[src/rtl/laser_pkg.sv]
// Shared constants, FSM state encoding and coordinate helper for the LASER point feeder.
package laser_pkg;
    localparam int NPTS      = 40;
    localparam int RADIUS_SQ = 16;
    localparam int CW        = 4;
    localparam int TIMEOUT   = 4096;
    localparam int IDXW      = 6;
    localparam int TMOW      = 12;

    typedef enum logic [2:0] {
        S_IDLE,
        S_ARM,
        S_SEND,
        S_WAIT_LO,
        S_WAIT_HI,
        S_SCORE,
        S_REPORT
    } state_t;

    // Unsigned absolute difference of two coordinates, via a signed intermediate.
    function automatic logic [CW-1:0] abs_diff(input logic [CW-1:0] a, input logic [CW-1:0] b);
        logic signed [CW:0] d;
        d = $signed({1'b0, a}) - $signed({1'b0, b});
        return (d < 0) ? CW'(-d) : CW'(d);
    endfunction
endpackage

[src/rtl/laser_in_circle.sv]
// Combinational test: is point (px,py) within RADIUS of centre (cx,cy).
module laser_in_circle
    import laser_pkg::*;
(
    input  logic [CW-1:0] px_i,
    input  logic [CW-1:0] py_i,
    input  logic [CW-1:0] cx_i,
    input  logic [CW-1:0] cy_i,
    output logic          hit_o
);
    localparam logic [2*CW:0] R_SQ = (2*CW+1)'(RADIUS_SQ);

    logic [CW-1:0]   dx, dy;
    logic [2*CW-1:0] dx2, dy2;
    logic [2*CW:0]   dist2;

    assign dx    = abs_diff(px_i, cx_i);
    assign dy    = abs_diff(py_i, cy_i);
    assign dx2   = {{CW{1'b0}}, dx} * {{CW{1'b0}}, dx};
    assign dy2   = {{CW{1'b0}}, dy} * {{CW{1'b0}}, dy};
    assign dist2 = {1'b0, dx2} + {1'b0, dy2};
    assign hit_o = (dist2 <= R_SQ);
endmodule

[src/rtl/laser_point_feeder.sv]
// Buffers a job of points from the host, streams it to LASER, captures the returned
// circle centres and reports how many points fall inside either circle.
module laser_point_feeder
    import laser_pkg::*;
(
    input  logic          CLK,
    input  logic          RST_N,
    input  logic          LD_VALID,
    input  logic [CW-1:0] LD_X,
    input  logic [CW-1:0] LD_Y,
    output logic          LD_READY,
    input  logic          LD_CLR,
    input  logic          START,
    output logic [CW-1:0] X,
    output logic [CW-1:0] Y,
    input  logic          DONE,
    input  logic [CW-1:0] C1X,
    input  logic [CW-1:0] C1Y,
    input  logic [CW-1:0] C2X,
    input  logic [CW-1:0] C2Y,
    output logic          BUSY,
    output logic [5:0]    SCORE,
    output logic          SCORE_VALID,
    output logic          ERR
);
    localparam logic [IDXW-1:0] FULL     = IDXW'(NPTS);
    localparam logic [IDXW-1:0] LAST     = IDXW'(NPTS - 1);
    localparam logic [TMOW-1:0] TMO_LAST = TMOW'(TIMEOUT - 1);

    state_t          state_q;
    logic [IDXW-1:0] wr_ptr_q, idx_q, idx_d;
    logic [TMOW-1:0] tmo_q;
    logic [5:0]      cnt_q, cnt_d;
    logic [CW-1:0]   c1x_q, c1y_q, c2x_q, c2y_q;
    logic [2*CW-1:0] buf_q [NPTS];
    logic [2*CW-1:0] pt;
    logic            full, wr_en, hit1, hit2;

    assign full     = (wr_ptr_q == FULL);
    assign LD_READY = (state_q == S_IDLE) && !full;
    assign wr_en    = LD_VALID && LD_READY && !LD_CLR;
    assign idx_d    = idx_q + 1'b1;
    assign pt       = buf_q[idx_q];
    assign cnt_d    = cnt_q + {5'd0, hit1 | hit2};

    laser_in_circle u_c1 (.px_i(pt[2*CW-1:CW]), .py_i(pt[CW-1:0]), .cx_i(c1x_q), .cy_i(c1y_q), .hit_o(hit1));
    laser_in_circle u_c2 (.px_i(pt[2*CW-1:CW]), .py_i(pt[CW-1:0]), .cx_i(c2x_q), .cy_i(c2y_q), .hit_o(hit2));

    // Point storage carries no reset; contents are only meaningful once loaded.
    always_ff @(posedge CLK) begin
        if (wr_en) buf_q[wr_ptr_q] <= {LD_X, LD_Y};
    end

    always_ff @(posedge CLK or negedge RST_N) begin
        if (!RST_N) begin
            state_q     <= S_IDLE;
            wr_ptr_q    <= '0;
            idx_q       <= '0;
            tmo_q       <= '0;
            cnt_q       <= '0;
            c1x_q       <= '0;
            c1y_q       <= '0;
            c2x_q       <= '0;
            c2y_q       <= '0;
            X           <= '0;
            Y           <= '0;
            BUSY        <= 1'b0;
            SCORE       <= '0;
            SCORE_VALID <= 1'b0;
            ERR         <= 1'b0;
        end else begin
            SCORE_VALID <= 1'b0;
            case (state_q)
                S_IDLE: begin
                    if (LD_CLR)     wr_ptr_q <= '0;
                    else if (wr_en) wr_ptr_q <= wr_ptr_q + 1'b1;
                    if (START && full) begin
                        state_q <= S_ARM;
                        BUSY    <= 1'b1;
                        ERR     <= 1'b0;
                    end
                end
                S_ARM: begin
                    if (DONE) begin
                        state_q <= S_SEND;
                        idx_q   <= '0;
                        {X, Y}  <= buf_q[0];
                    end
                end
                // X/Y are pre-loaded one cycle ahead so buf[k] is on the pins during SEND cycle k.
                S_SEND: begin
                    if (idx_q == LAST) begin
                        state_q <= S_WAIT_LO;
                        {X, Y}  <= '0;
                        tmo_q   <= '0;
                    end else begin
                        idx_q  <= idx_d;
                        {X, Y} <= buf_q[idx_d];
                    end
                end
                S_WAIT_LO, S_WAIT_HI: begin
                    tmo_q <= tmo_q + 1'b1;
                    if (state_q == S_WAIT_LO && !DONE) begin
                        state_q <= S_WAIT_HI;
                    end else if (state_q == S_WAIT_HI && DONE) begin
                        c1x_q   <= C1X;
                        c1y_q   <= C1Y;
                        c2x_q   <= C2X;
                        c2y_q   <= C2Y;
                        idx_q   <= '0;
                        cnt_q   <= '0;
                        state_q <= S_SCORE;
                    end else if (tmo_q == TMO_LAST) begin
                        ERR         <= 1'b1;
                        SCORE       <= '0;
                        SCORE_VALID <= 1'b1;
                        BUSY        <= 1'b0;
                        state_q     <= S_IDLE;
                    end
                end
                S_SCORE: begin
                    cnt_q <= cnt_d;
                    if (idx_q == LAST) state_q <= S_REPORT;
                    else               idx_q   <= idx_d;
                end
                S_REPORT: begin
                    SCORE       <= cnt_q;
                    SCORE_VALID <= 1'b1;
                    BUSY        <= 1'b0;
                    state_q     <= S_IDLE;
                end
                default: state_q <= S_IDLE;
            endcase
        end
    end
endmodule
[config.mk]
export PLATFORM = sky130hd
export DESIGN_NAME = laser_point_feeder
export DESIGN_NICKNAME = d
export VERILOG_FILES = /design/src/rtl/laser_pkg.sv /design/src/rtl/laser_in_circle.sv /design/src/rtl/laser_point_feeder.sv
export SDC_FILE = /design/constraint.sdc
export NUM_CORES = 1
export LEC_CHECK = 0
export ABC_AREA = 1
export BUFFER_PORTS_ARGS = -buffer_cell sky130_fd_sc_hd__buf_4
export CORE_MARGIN = 1.5
export CORE_UTILIZATION = 53
export CTS_CLUSTER_SIZE = 16
export DETAILED_ROUTE_END_ITERATION = 8
export MAX_ROUTING_LAYER = met4
export PLACE_DENSITY = 0.69
export SLEW_MARGIN = 40
export SYNTH_ARGS = -nofsm -noshare
export SYNTH_HDL_FRONTEND = slang
export SYNTH_SLANG_ARGS = --single-unit
[constraint.sdc]
create_clock -name CLK -period 15.3 [get_ports CLK]
set_input_delay 1.53 -clock CLK [delete_from_list [all_inputs] [get_ports CLK]]
set_output_delay 1.53 -clock CLK [all_outputs]
set_load 0.02 [all_outputs]
==> metrics.txt <==
r2r setup slk a little under 6 ns; Worst EP required 15.75 ns; cts bufs inserted 43; routed wire length between 60,000 and 70,000 um; Synth area leaders edfxtp_1, dfrtp_1, nand2_1; synth warn 0; gr ovfl total 0; via count 17,700; Buffers on Ports 47; final design utilization 0.587; WL met1 24,100 um; final setup fails 0; RSZ-0062 raised after global routing no; Crit-path slowest cell dfrtp_4; Syn Inst Count between 2,000 and 2,500; Reg-to-Reg Start idx_q[1]; clk slew on worst S/H paths 0.06 ns; # DRC 0; crit path kind flop to flop; routed wl met3 6350 um; outcome complete, no violations; distinct cell type count after synthesis 50; First-pass DRT Iterations 6; Hold Crit Class flop to flop; Mapped Nets 2,522; most common cell in the netlist nand2_1; reg2reg end cnt_q[5]; IO Pins 48; Cell Rows 74; post-layout min period 9.48 ns; max layer used met4; worst slack, placed 5.74 ns; synthesized area per cell 9.04 um2; Startpoint Class flop; f_max around 110 MHz; max_slew headroom 0.399; Max FO, Critical Path 70; Clock Tree Root clkbuf_16; initial antenna violation count 1; CTS Buffer Depth 3; Hold-fix buffers, CTS 0; area of the multi-input gates 8730 um2; Vias/cell 6.01; Slew Limit Fails 0; core area 40,600 um2; H-tree Lvls 2; Routed WL per cell 21.1 um; Final HPWL DP 39,500 um; # Max-Cap Violations 0; Nets 2,495; Die ar. 42,300 um2; TritonCTS Sinks ~390; Tot GR Track Use 0.304; crit-path max cell delay 0.94 ns; vias in the first global route 16,800; fraction of layout cells with a size suffix above 1 0.0916; Fillers between 3,000 and 4,000; Post-synth EDFFs 320; clk_skew roughly 0.012 ns; Post-Synthesis Cell Area 21,800 um2; GP Congestion 0.960; Placed Cells between 2,000 and 3,000; wire length on met2 29,000 um; Worst Path Arrival approximately 9.9 ns; non-filler cells in the finished layout 2,945; critical path endpoint category flop; register area 11,300 um2; Setup TNS 0 ns; postcts setup bufs 0; Routed Antenna Nets 0; post-synthesis sequential area ratio 0.518; Hold Fails Final Rpt 0; Skew-Pair Late Insertion Delay 0.57 ns; antenna cells 0; end of the worst hold path tmo_q[3]; Worst Reg-to-Reg Cells 39; TritonCTS clock tree built; Initial Util 0.535; first-pass GRT wire length about 94,000 um; Synth top area share 0.442; Commonest cells post-synth nand2_1, edfxtp_1, inv_1, nor2_1, nand3_1; ys flop type edfxtp_1; hold depth 1; Worst Max-Slew Pin Slew roughly 0.9 ns; Tcrit/Tclk final 0.620; largest net degree at the start of global routing 250; post-route worst setup slack 5.82 ns; Resized cells post-CTS 0; DRT iter0 DRCs ~2,300; area grow syn2layout 9.74%; Die W ~210 um; die height 206 um; area leader, netlist edfxtp_1; hold_sp tmo_q[3]; FFs w/ async S/R, synth 0.171; flops & latches, synth between 300 and 400
-- how the worst max path moves through the flow --
| stage | startpoint | end | slack, ns | cells past startpoint |
|---|---|---|---|---|
| 2_1_floorplan | idx_q[0] | cnt_q[4] | 8.21 | 37 |
| 3_3_place_gp | idx_q[0] | cnt_q[4] | 5.97 | 36 |
| 3_5_place_dp | idx_q[0] | cnt_q[5] | 5.74 | 34 |
| 4_1_cts | idx_q[0] | cnt_q[5] | 5.73 | 34 |
| 5_1_grt | idx_q[1] | cnt_q[5] | 5.24 | 39 |
| 6_report | idx_q[1] | cnt_q[5] | 5.82 | 39 |
-- layout make-up --
class                           count  share of cell area
Sequential cell                   386               0.472
Multi-Input combinational cell   1575               0.366
Clock buffer                       55              0.0518
Inverter                          313              0.0495
Tap cell                          532              0.0279
Timing Repair Buffer               60              0.0212
Clock inverter                     24              0.0117
-- metrics by stage --
stage               hold slack, ns  cell area, um2
floorplan                    0.448           21800
global placement             0.475           22200
detailed placement           0.478           22300
CTS                          0.495           23800
global route                 0.525           23900
finish                       0.497           23900
-- worst max-delay path: cells and delay by family (launching register included) --
kind	cells	cell delay [ns]
fa+ha+maj	9	3.19
simple gates	14	2.20
buf+inv	7	1.65
compound gates	7	0.94
flops	1	0.94
xor+xnor	2	0.32
-- registers in the layout, indices dropped and copies added (netlist names) --
name,flops
wr_ptr_q,6
c1x_q,4
BUSY,1
ERR,1
c2y_q,4
cnt_q,6
idx_q,6
c1y_q,4
SCORE,6
Y,4
buf_q,320
X,4
state_q,3
c2x_q,4
SCORE_VALID,1
tmo_q,12
-- logic make-up (layout without fill, tap and decap cells) --
| logic type | after synthesis | after routing | synth area share |
|---|---|---|---|
| simple gates | 984 | 984 | 0.201 |
| compound gates | 486 | 486 | 0.129 |
| buf+inv | 445 | 452 | 0.0846 |
| flops | 386 | 386 | 0.518 |
| fa+ha+maj | 86 | 86 | 0.0584 |
| xor+xnor | 19 | 19 | 0.00920 |
-- cells in the final DEF, fill, tap and decap left out, drive strengths merged --
cell type,instances
nand2,371
edfxtp,320
inv,313
nor2,308
nand3,270
o21ai,207
a21oi,140
dfrtp,66
ha,60
buf,60
clkbuf,55
o2111ai,34
o211ai,32
o22ai,27
fa,26
a31oi,17
clkinv,17
o221ai,15
nor3,13
nand4,12
xnor2,11
xor2,8
o21bai,6
or2,6
bufinv,6
nor4,3
a21o,2
a211oi,2
o21a,2
o31ai,2
and3,1
clkinvlp,1
-- layer usage --
| metal | track usage | vias to the layer above |
|---|---|---|
| met1 | 0.385 | 8388 |
| met5 | - | - |
| met4 | 0.141 | 0 |
| met2 | 0.478 | 1002 |
| li1 | - | 8164 |
| met3 | 0.0513 | 157 |
Power is not shown: default switching activity piles up to over one toggle a cycle in this logic, so the estimate is an artifact.
